File: src/rtl/orv64_fetch_ctrl_if.sv
// Fetch-control bundle: instruction-buffer request/response, flush/idle,
// redirect and FENCE.I controls, and the decode-side dequeue port.
interface orv64_fetch_ctrl_if #(
    parameter int VADDR_WIDTH = 39
);
    logic                   if2ib_en;
    logic [VADDR_WIDTH-1:0] if2ib_pc;
    logic                   ib2if_valid;
    logic [31:0]            ib2if_inst;
    logic                   ib2if_is_rvc;
    logic                   ib2if_excp_valid;
    logic                   ib2if_is_half1_excp;
    logic [3:0]             ib2if_excp_cause;
    logic                   ib_flush;
    logic                   ib_idle;
    logic                   redirect_valid;
    logic [VADDR_WIDTH-1:0] redirect_pc;
    logic                   fence_i_valid;
    logic [VADDR_WIDTH-1:0] fence_i_pc;
    logic                   deq_valid;
    logic                   deq_ready;
    logic [VADDR_WIDTH-1:0] deq_pc;
    logic [31:0]            deq_inst;
    logic                   deq_is_rvc;
    logic                   deq_excp_valid;
    logic [3:0]             deq_excp_cause;
    logic                   deq_is_half1_excp;

    // Fetch-control side
    modport master (
        output if2ib_en, if2ib_pc, ib_flush,
        output deq_valid, deq_pc, deq_inst, deq_is_rvc,
        output deq_excp_valid, deq_excp_cause, deq_is_half1_excp,
        input  ib2if_valid, ib2if_inst, ib2if_is_rvc,
        input  ib2if_excp_valid, ib2if_is_half1_excp, ib2if_excp_cause,
        input  ib_idle, redirect_valid, redirect_pc,
        input  fence_i_valid, fence_i_pc, deq_ready
    );

    // Instruction buffer / pipeline side
    modport slave (
        input  if2ib_en, if2ib_pc, ib_flush,
        input  deq_valid, deq_pc, deq_inst, deq_is_rvc,
        input  deq_excp_valid, deq_excp_cause, deq_is_half1_excp,
        output ib2if_valid, ib2if_inst, ib2if_is_rvc,
        output ib2if_excp_valid, ib2if_is_half1_excp, ib2if_excp_cause,
        output ib_idle, redirect_valid, redirect_pc,
        output fence_i_valid, fence_i_pc, deq_ready
    );
endinterface

File: src/rtl/orv64_fetch_ctrl.sv
// ORV64 fetch controller: issues PCs to the instruction buffer, queues
// returned instructions for decode, handles redirects, fetch exceptions
// and FENCE.I drain/resume.
module orv64_fetch_ctrl #(
    parameter int                     VADDR_WIDTH = 39,
    parameter int                     QDEPTH      = 4,
    parameter logic [VADDR_WIDTH-1:0] RESET_PC    = 'h8000_0000
) (
    input  logic               clk,
    input  logic               rst,
    orv64_fetch_ctrl_if.master bus
);
    localparam int PW = $clog2(QDEPTH);
    localparam int CW = PW + 1;
    localparam logic [CW-1:0] CNT_FULL  = CW'(QDEPTH);
    localparam logic [CW-1:0] CNT_LIMIT = CW'(QDEPTH - 2);

    localparam logic [1:0] ST_FETCH      = 2'd0;
    localparam logic [1:0] ST_EXCP_WAIT  = 2'd1;
    localparam logic [1:0] ST_FENCE_WAIT = 2'd2;

    logic [1:0]             state_q, state_d;
    logic [VADDR_WIDTH-1:0] rff_pc_q, rff_pc_d;
    logic [VADDR_WIDTH-1:0] saved_pc_q, saved_pc_d;
    logic [CW-1:0]          count_q, count_d;
    logic [PW-1:0]          wptr_q, wptr_d, rptr_q, rptr_d;
    logic                   ib_flush_q, ib_flush_d;

    logic [VADDR_WIDTH-1:0] q_pc_q    [QDEPTH];
    logic [31:0]            q_inst_q  [QDEPTH];
    logic                   q_rvc_q   [QDEPTH];
    logic                   q_excp_q  [QDEPTH];
    logic [3:0]             q_cause_q [QDEPTH];
    logic                   q_half1_q [QDEPTH];

    logic [VADDR_WIDTH-1:0] step, pc_inc;
    logic                   in_fw, redir_go, flush, enq, deq, deq_valid_w, fw_exit;

    assign step     = bus.ib2if_is_rvc ? VADDR_WIDTH'(2) : VADDR_WIDTH'(4);
    assign pc_inc   = rff_pc_q + step;
    assign in_fw    = (state_q == ST_FENCE_WAIT);
    // In FENCE_WAIT a redirect only retargets the resume PC; the queue is already empty.
    assign redir_go = bus.redirect_valid & ~bus.fence_i_valid & ~in_fw;
    assign flush    = bus.fence_i_valid | redir_go;
    assign enq      = bus.ib2if_valid & ~bus.redirect_valid & ~bus.fence_i_valid & ~in_fw;
    assign deq_valid_w = ~rst & (count_q != '0);
    assign deq      = deq_valid_w & bus.deq_ready;
    // ib_flush_q is high exactly on the first FENCE_WAIT cycle, which also enforces the 2-cycle minimum.
    assign fw_exit  = in_fw & bus.ib_idle & ~ib_flush_q;

    // One slot is held back so a response to the last issued request always fits.
    assign bus.if2ib_en = ~rst & (state_q == ST_FETCH) & (count_q <= CNT_LIMIT)
                        & ~bus.redirect_valid & ~bus.fence_i_valid;
    assign bus.if2ib_pc = bus.redirect_valid ? bus.redirect_pc :
                          bus.ib2if_valid    ? pc_inc : rff_pc_q;
    assign bus.ib_flush = ~rst & ib_flush_q;

    assign bus.deq_valid         = deq_valid_w;
    assign bus.deq_pc            = q_pc_q[rptr_q];
    assign bus.deq_inst          = q_inst_q[rptr_q];
    assign bus.deq_is_rvc        = q_rvc_q[rptr_q];
    assign bus.deq_excp_valid    = q_excp_q[rptr_q];
    assign bus.deq_excp_cause    = q_cause_q[rptr_q];
    assign bus.deq_is_half1_excp = q_half1_q[rptr_q];

    // Next-state computation for FSM, PCs and queue bookkeeping
    always_comb begin
        state_d    = state_q;
        rff_pc_d   = rff_pc_q;
        saved_pc_d = saved_pc_q;
        ib_flush_d = bus.fence_i_valid;
        count_d    = count_q + CW'(enq) - CW'(deq);
        wptr_d     = wptr_q + PW'(enq);
        rptr_d     = rptr_q + PW'(deq);

        if (flush) begin
            count_d = '0;
            wptr_d  = '0;
            rptr_d  = '0;
        end

        if (bus.fence_i_valid) begin
            state_d    = ST_FENCE_WAIT;
            saved_pc_d = bus.fence_i_pc;
        end else if (redir_go) begin
            state_d  = ST_FETCH;
            rff_pc_d = bus.redirect_pc;
        end else if (in_fw) begin
            if (bus.redirect_valid) begin
                saved_pc_d = bus.redirect_pc;
            end
            if (fw_exit) begin
                state_d  = ST_FETCH;
                rff_pc_d = bus.redirect_valid ? bus.redirect_pc : saved_pc_q;
            end
        end else if (enq) begin
            rff_pc_d = pc_inc;
            if (state_q == ST_FETCH && bus.ib2if_excp_valid) begin
                state_d = ST_EXCP_WAIT;
            end
        end
    end

    // Control registers with synchronous reset
    always_ff @(posedge clk) begin
        if (rst) begin
            state_q    <= ST_FETCH;
            rff_pc_q   <= RESET_PC;
            saved_pc_q <= RESET_PC;
            count_q    <= '0;
            wptr_q     <= '0;
            rptr_q     <= '0;
            ib_flush_q <= 1'b0;
        end else begin
            state_q    <= state_d;
            rff_pc_q   <= rff_pc_d;
            saved_pc_q <= saved_pc_d;
            count_q    <= count_d;
            wptr_q     <= wptr_d;
            rptr_q     <= rptr_d;
            ib_flush_q <= ib_flush_d;
        end
    end

    // Queue storage written at the tail on enqueue; contents are don't-care when empty
    always_ff @(posedge clk) begin
        if (enq) begin
            q_pc_q[wptr_q]    <= rff_pc_q;
            q_inst_q[wptr_q]  <= bus.ib2if_inst;
            q_rvc_q[wptr_q]   <= bus.ib2if_is_rvc;
            q_excp_q[wptr_q]  <= bus.ib2if_excp_valid;
            q_cause_q[wptr_q] <= bus.ib2if_excp_cause;
            q_half1_q[wptr_q] <= bus.ib2if_is_half1_excp;
        end
    end

    // Request throttling must make enqueue into a full queue unreachable
    always_ff @(posedge clk) begin
        assert (rst || !(enq && count_q == CNT_FULL));
    end
endmodule

File: src/flat_wrapper.sv
// flat-port wrapper written by rule: the top's interface ports become plain ports
module orv64_fetch_ctrl_flat 
#(
    parameter int                     VADDR_WIDTH = 39,
    parameter int                     QDEPTH      = 4,
    parameter logic [VADDR_WIDTH-1:0] RESET_PC    = 'h8000_0000
)
  (clk, rst, bus_if2ib_en, bus_if2ib_pc, bus_ib_flush, bus_deq_valid, bus_deq_pc, bus_deq_inst, bus_deq_is_rvc, bus_deq_excp_valid, bus_deq_excp_cause, bus_deq_is_half1_excp, bus_ib2if_valid, bus_ib2if_inst, bus_ib2if_is_rvc, bus_ib2if_excp_valid, bus_ib2if_is_half1_excp, bus_ib2if_excp_cause, bus_ib_idle, bus_redirect_valid, bus_redirect_pc, bus_fence_i_valid, bus_fence_i_pc, bus_deq_ready);
  orv64_fetch_ctrl_if #(.VADDR_WIDTH(VADDR_WIDTH)) bus_i ();
  input  logic clk;
  input  logic rst;
  output wire logic [$bits(bus_i.if2ib_en)-1:0] bus_if2ib_en;
  output wire logic [$bits(bus_i.if2ib_pc)-1:0] bus_if2ib_pc;
  output wire logic [$bits(bus_i.ib_flush)-1:0] bus_ib_flush;
  output wire logic [$bits(bus_i.deq_valid)-1:0] bus_deq_valid;
  output wire logic [$bits(bus_i.deq_pc)-1:0] bus_deq_pc;
  output wire logic [$bits(bus_i.deq_inst)-1:0] bus_deq_inst;
  output wire logic [$bits(bus_i.deq_is_rvc)-1:0] bus_deq_is_rvc;
  output wire logic [$bits(bus_i.deq_excp_valid)-1:0] bus_deq_excp_valid;
  output wire logic [$bits(bus_i.deq_excp_cause)-1:0] bus_deq_excp_cause;
  output wire logic [$bits(bus_i.deq_is_half1_excp)-1:0] bus_deq_is_half1_excp;
  input wire logic [$bits(bus_i.ib2if_valid)-1:0] bus_ib2if_valid;
  input wire logic [$bits(bus_i.ib2if_inst)-1:0] bus_ib2if_inst;
  input wire logic [$bits(bus_i.ib2if_is_rvc)-1:0] bus_ib2if_is_rvc;
  input wire logic [$bits(bus_i.ib2if_excp_valid)-1:0] bus_ib2if_excp_valid;
  input wire logic [$bits(bus_i.ib2if_is_half1_excp)-1:0] bus_ib2if_is_half1_excp;
  input wire logic [$bits(bus_i.ib2if_excp_cause)-1:0] bus_ib2if_excp_cause;
  input wire logic [$bits(bus_i.ib_idle)-1:0] bus_ib_idle;
  input wire logic [$bits(bus_i.redirect_valid)-1:0] bus_redirect_valid;
  input wire logic [$bits(bus_i.redirect_pc)-1:0] bus_redirect_pc;
  input wire logic [$bits(bus_i.fence_i_valid)-1:0] bus_fence_i_valid;
  input wire logic [$bits(bus_i.fence_i_pc)-1:0] bus_fence_i_pc;
  input wire logic [$bits(bus_i.deq_ready)-1:0] bus_deq_ready;
  assign bus_if2ib_en = bus_i.if2ib_en;
  assign bus_if2ib_pc = bus_i.if2ib_pc;
  assign bus_ib_flush = bus_i.ib_flush;
  assign bus_deq_valid = bus_i.deq_valid;
  assign bus_deq_pc = bus_i.deq_pc;
  assign bus_deq_inst = bus_i.deq_inst;
  assign bus_deq_is_rvc = bus_i.deq_is_rvc;
  assign bus_deq_excp_valid = bus_i.deq_excp_valid;
  assign bus_deq_excp_cause = bus_i.deq_excp_cause;
  assign bus_deq_is_half1_excp = bus_i.deq_is_half1_excp;
  assign bus_i.ib2if_valid = bus_ib2if_valid;
  assign bus_i.ib2if_inst = bus_ib2if_inst;
  assign bus_i.ib2if_is_rvc = bus_ib2if_is_rvc;
  assign bus_i.ib2if_excp_valid = bus_ib2if_excp_valid;
  assign bus_i.ib2if_is_half1_excp = bus_ib2if_is_half1_excp;
  assign bus_i.ib2if_excp_cause = bus_ib2if_excp_cause;
  assign bus_i.ib_idle = bus_ib_idle;
  assign bus_i.redirect_valid = bus_redirect_valid;
  assign bus_i.redirect_pc = bus_redirect_pc;
  assign bus_i.fence_i_valid = bus_fence_i_valid;
  assign bus_i.fence_i_pc = bus_fence_i_pc;
  assign bus_i.deq_ready = bus_deq_ready;
  orv64_fetch_ctrl #(.VADDR_WIDTH(VADDR_WIDTH), .QDEPTH(QDEPTH), .RESET_PC(RESET_PC)) u_core (.clk(clk), .rst(rst), .bus(bus_i));
endmodule
File: config.mk
export PLATFORM = sky130hd
export DESIGN_NAME = orv64_fetch_ctrl_flat
export DESIGN_NICKNAME = d
export VERILOG_FILES = /design/src/rtl/orv64_fetch_ctrl_if.sv /design/src/rtl/orv64_fetch_ctrl.sv /design/src/flat_wrapper.sv
export SDC_FILE = /design/constraint.sdc
export NUM_CORES = 1
export LEC_CHECK = 0
export ABC_AREA = 1
export BUFFER_PORTS_ARGS = -buffer_cell sky130_fd_sc_hd__buf_2
export CAP_MARGIN = 15
export CORE_MARGIN = 2
export CORE_UTILIZATION = 54
export CTS_BUF_LIST = sky130_fd_sc_hd__clkbuf_8
export DETAILED_ROUTE_END_ITERATION = 10
export GPL_ROUTABILITY_DRIVEN = 1
export PLACE_DENSITY = 0.78
export RECOVER_POWER = 25
export SYNTH_ARGS = -nofsm -noshare
export SYNTH_HDL_FRONTEND = slang
export SYNTH_SLANG_ARGS = --single-unit
File: constraint.sdc
create_clock -name clk -period 6.45 [get_ports clk]
set_input_delay 0.645 -clock clk [delete_from_list [all_inputs] [get_ports clk]]
set_output_delay 0.645 -clock clk [all_outputs]
set_load 0.01 [all_outputs]
==> impl_results.rst <==
.. list-table::
   :header-rows: 1

   * - Metric
     - Value
   * - Final weighted congestion in routability-driven placement
     - 0.936
   * - Die Footprint
     - 34,000 um^2
   * - Share of the synthesized area in the top cell type
     - 0.533
   * - Via count of the first global-routing pass
     - 13,300
   * - Number of inserted diodes
     - 0
   * - Dominant cell by count in the synthesized netlist
     - nand2_1
   * - Run status
     - complete, no violations
   * - Clock latency of the later-clocked register in the worst-skew pair
     - 0.59 ns
   * - Max Buffers Root-to-Sink
     - 3
   * - Routed Wire Length
     - 46,500 um
   * - Total number of nets in the final design
     - 2,119
   * - Pin slew with the least headroom to its limit
     - 1.00 ns
   * - Initial core utilization
     - 0.545
   * - Area of the core
     - 32,300 um^2
   * - Leakage power figure
     - 0.00734 uW
   * - Grt ovf
     - 0
   * - Total CTS buffers
     - 67
   * - Row count
     - 66
   * - Crit Path Category
     - flip-flop to flip-flop
   * - Via count of the routed design
     - 14,200
   * - Final period demand of the worst path
     - 3.81 ns
   * - Worst setup slack after layout
     - 2.64 ns
   * - Data arrival time of the worst path
     - 4.00 ns
   * - Cell variety after synth
     - 40
   * - Worst relative slew slack
     - 0.326
   * - List of most frequent post-synthesis cells
     - nand2_1, edfxtp_1, o21ai_0
   * - Worst-case vdd ir drop
     - 177 uV
   * - RSZ-0062 raised after global routing
     - false
   * - CP Launch Type
     - flip-flop
   * - Clk Tree Root Cell
     - clkbuf_8
   * - Vias per std cell
     - 5.77
   * - Beginning of the worst hold path
     - bus_fence_i_pc[19]
   * - Number of storage elements in the synthesis netlist
     - 400
   * - Fraction of synthesis flops using an asynchronous set or reset pin
     - 0
   * - Detail Route Antenna Nets
     - 0
   * - Die Span X
     - 184 um
   * - Initial antenna violation count
     - 0
   * - Filler Cells Inserted
     - 2,606
   * - Number of hold violations in the final report
     - 0
   * - H-tree depth reported by CTS
     - 3
   * - Sequential-to-total area share from yosys stat
     - 0.633
   * - Post-detail-place hpwl
     - 29,900 um
   * - Violation count after the first detailed-route iteration
     - 1,489
   * - Num Clock Sinks
     - 400
   * - Mean instance size in the synthesized netlist
     - 9.97 um^2
   * - Largest driver fanout on the critical path
     - 42
   * - Final worst-path cycle share
     - 0.590
   * - Overall global routing resource usage
     - 0.269
   * - Total nets after synthesis
     - 1,898
   * - Pre-CTS worst setup slack
     - 2.65 ns
   * - Launch instance of the worst register-to-register path
     - u_core.state_q[0]$_SDFFE_PP0P_
   * - Worst endpoint required time
     - 6.64 ns
   * - Leading area contributor after synthesis
     - edfxtp_1
   * - Number of max-cap violations
     - 0
   * - Standard cell with the maximum stage delay on the critical path
     - nor2_4
   * - Beginning of the critical path
     - u_core.state_q[0]$_SDFFE_PP0P_
   * - Pin count of the biggest net entering global routing
     - 94
   * - Post-synthesis instance area
     - 17,600 um^2
   * - Detailed Routing Iterations Pass 1
     - 5
   * - Fmax
     - 0.263 GHz
   * - Most used DFF post-synth
     - edfxtp_1
   * - # DRC
     - 0
   * - Final routed wire length divided by cell count
     - 18.9 um
   * - Slack of the worst reg-to-reg path
     - 2.64 ns
   * - Relative area change from synthesis to final layout
     - 14.6%
   * - Post-Syn Instances
     - 1,765
   * - Power density cells
     - 263 nW/um^2
   * - Share of cells above drive strength 1
     - 0.165
   * - TritonCTS clock tree
     - yes
   * - Most used cell, CP
     - buf_4
   * - Top area cells in the synthesized netlist
     - edfxtp_1, dfxtp_1, o21ai_0
   * - Buffers inserted by post-CTS timing repair
     - 0
   * - Critical path cell sequence
     - inv_1 -> nand2_4 -> inv_2 -> nor2_4 -> nand3_4 -> nor3_2 -> buf_4 -> buf_4
   * - Global-route wire length before repair
     - 70,900 um
   * - Post-layout total power
     - 5310 uW
   * - Number of buffers inserted by hold repair at cts
     - 0
   * - Chip height
     - 184 um
   * - Number of port buffers
     - 243
   * - Min-delay worst type
     - input port to flip-flop
   * - Crit-path max cell delay
     - 0.81 ns
   * - Number of cells upsized or downsized after cts
     - 0
   * - Number of flops mapped to enable cells by yosys
     - 312
   * - Clock-pin transition on the worst setup and hold timing paths
     - 0.06 ns
   * - Final slew viol count
     - 0
   * - Number of endpoints failing setup at the final stage
     - 0
   * - Yosys synthesis warning count
     - 0
   * - Max Clock Skew
     - 0.0370 ns
   * - Crit. End Element
     - flip-flop
   * - Number of primary I/O pins
     - 244
-- power by group --
part / leakage [uW] / internal, uW / switching [uW]
sequential: 0.00351 / 2850 / 73.8
clock: 0.000660 / 1010 / 966
combinational: 0.00317 / 134 / 279
total: 0.00734 / 3990 / 1320
-- cell type report --
| cell class | count | area [um^2] | share of cell area |
|---|---|---|---|
| Clock buffer | 67 | 922 | 0.0457 |
| Clock inverter | 38 | 215 | 0.0107 |
| Multi-Input combinational cell | 1190 | 5780 | 0.287 |
| Timing Repair Buffer | 261 | 1300 | 0.0646 |
| Sequential cell | 400 | 11100 | 0.552 |
| Inverter | 66 | 254 | 0.0126 |
| Tap cell | 442 | 553 | 0.0274 |
-- sequential cells by signal, summed over array words and instances (netlist names) --
signal / count
u_core.wptr_q: 2
u_core.q_half1_q: 4
u_core.q_rvc_q: 4
u_core.count_q: 3
u_core.state_q: 2
u_core.q_excp_q: 4
u_core.saved_pc_q: 39
u_core.q_inst_q: 128
u_core.q_cause_q: 16
u_core.rff_pc_q: 39
u_core.rptr_q: 2
u_core.ib_flush_q: 1
u_core.q_pc_q: 156
-- cells in the final DEF (no fill, tap or decap), types with 3 or more instances in the layout --
cell type	instances
nand3_1	69
buf_2	204
ha_1	7
nor3_1	21
nor3_2	6
o21ai_1	7
nor2_2	3
or2_2	3
edfxtp_1	312
nand2_2	3
nand2_1	314
a41oi_1	5
clkbuf_1	39
a21oi_1	64
o21ai_0	256
nand2_4	3
o211ai_1	22
o22ai_1	79
inv_8	4
a31oi_1	27
clkinv_1	9
dfxtp_1	86
xnor2_1	5
buf_4	18
xor2_1	30
nor2_1	251
inv_2	6
clkbuf_8	67
nand4_1	4
clkinv_2	3
inv_1	76
-- worst max-delay path: cells and delay by family, from the launching register on --
kind | cells | cell delay [ns]
DFF | 1 | 0.32
buffers and inverters | 4 | 1.45
and+or+nand+nor | 4 | 1.57
-- path summary, 6_finish.rpt --
path,to,depth (start not counted)
worst max-delay path,u_core.q_pc_q[1][23]$_DFFE_PP_,8
worst min-delay path,u_core.saved_pc_q[19]$_SDFFE_PP0P_,3
worst max register to register,u_core.q_pc_q[1][23]$_DFFE_PP_,8
worst min register to register,u_core.saved_pc_q[20]$_SDFFE_PP0P_,2
-- per-stage QoR --
step	std cells	TNS (ns)	hold slack, ns	instance area (um^2)	util
floorplan	1765	-148.00	0.456	17600	-
global placement	2359	0	0.465	19100	0.591
detailed placement	2359	0	0.471	19100	0.591
CTS	2464	0	0.241	20200	0.626
global route	2464	0	0.257	20200	0.624
finish	2464	0	0.267	20200	0.624
-- per-layer routing --
metal,share of wire,track usage,vias to the layer above
met1,0.43,0.382,6683
li1,-,-,6671
met5,0,0,-
met3,0.093,0.0524,93
met4,0.028,0.0931,0
met2,0.45,0.417,767
-- cells by family (layout without fill, tap and decap cells) --
| logic type | Yosys count | count (layout) | share of synthesized area |
|---|---|---|---|
| AO/OA/AOI/OAI | 462 | 462 | 0.144 |
| XOR/XNOR | 35 | 35 | 0.0174 |
| adder cells (fa/ha/maj) | 9 | 9 | 0.00726 |
| buffers and inverters | 175 | 432 | 0.0399 |
| flip-flops | 400 | 400 | 0.633 |
| AND/OR/NAND/NOR | 684 | 684 | 0.159 |
No activity file was read; power rests on OpenSTA's default activity.
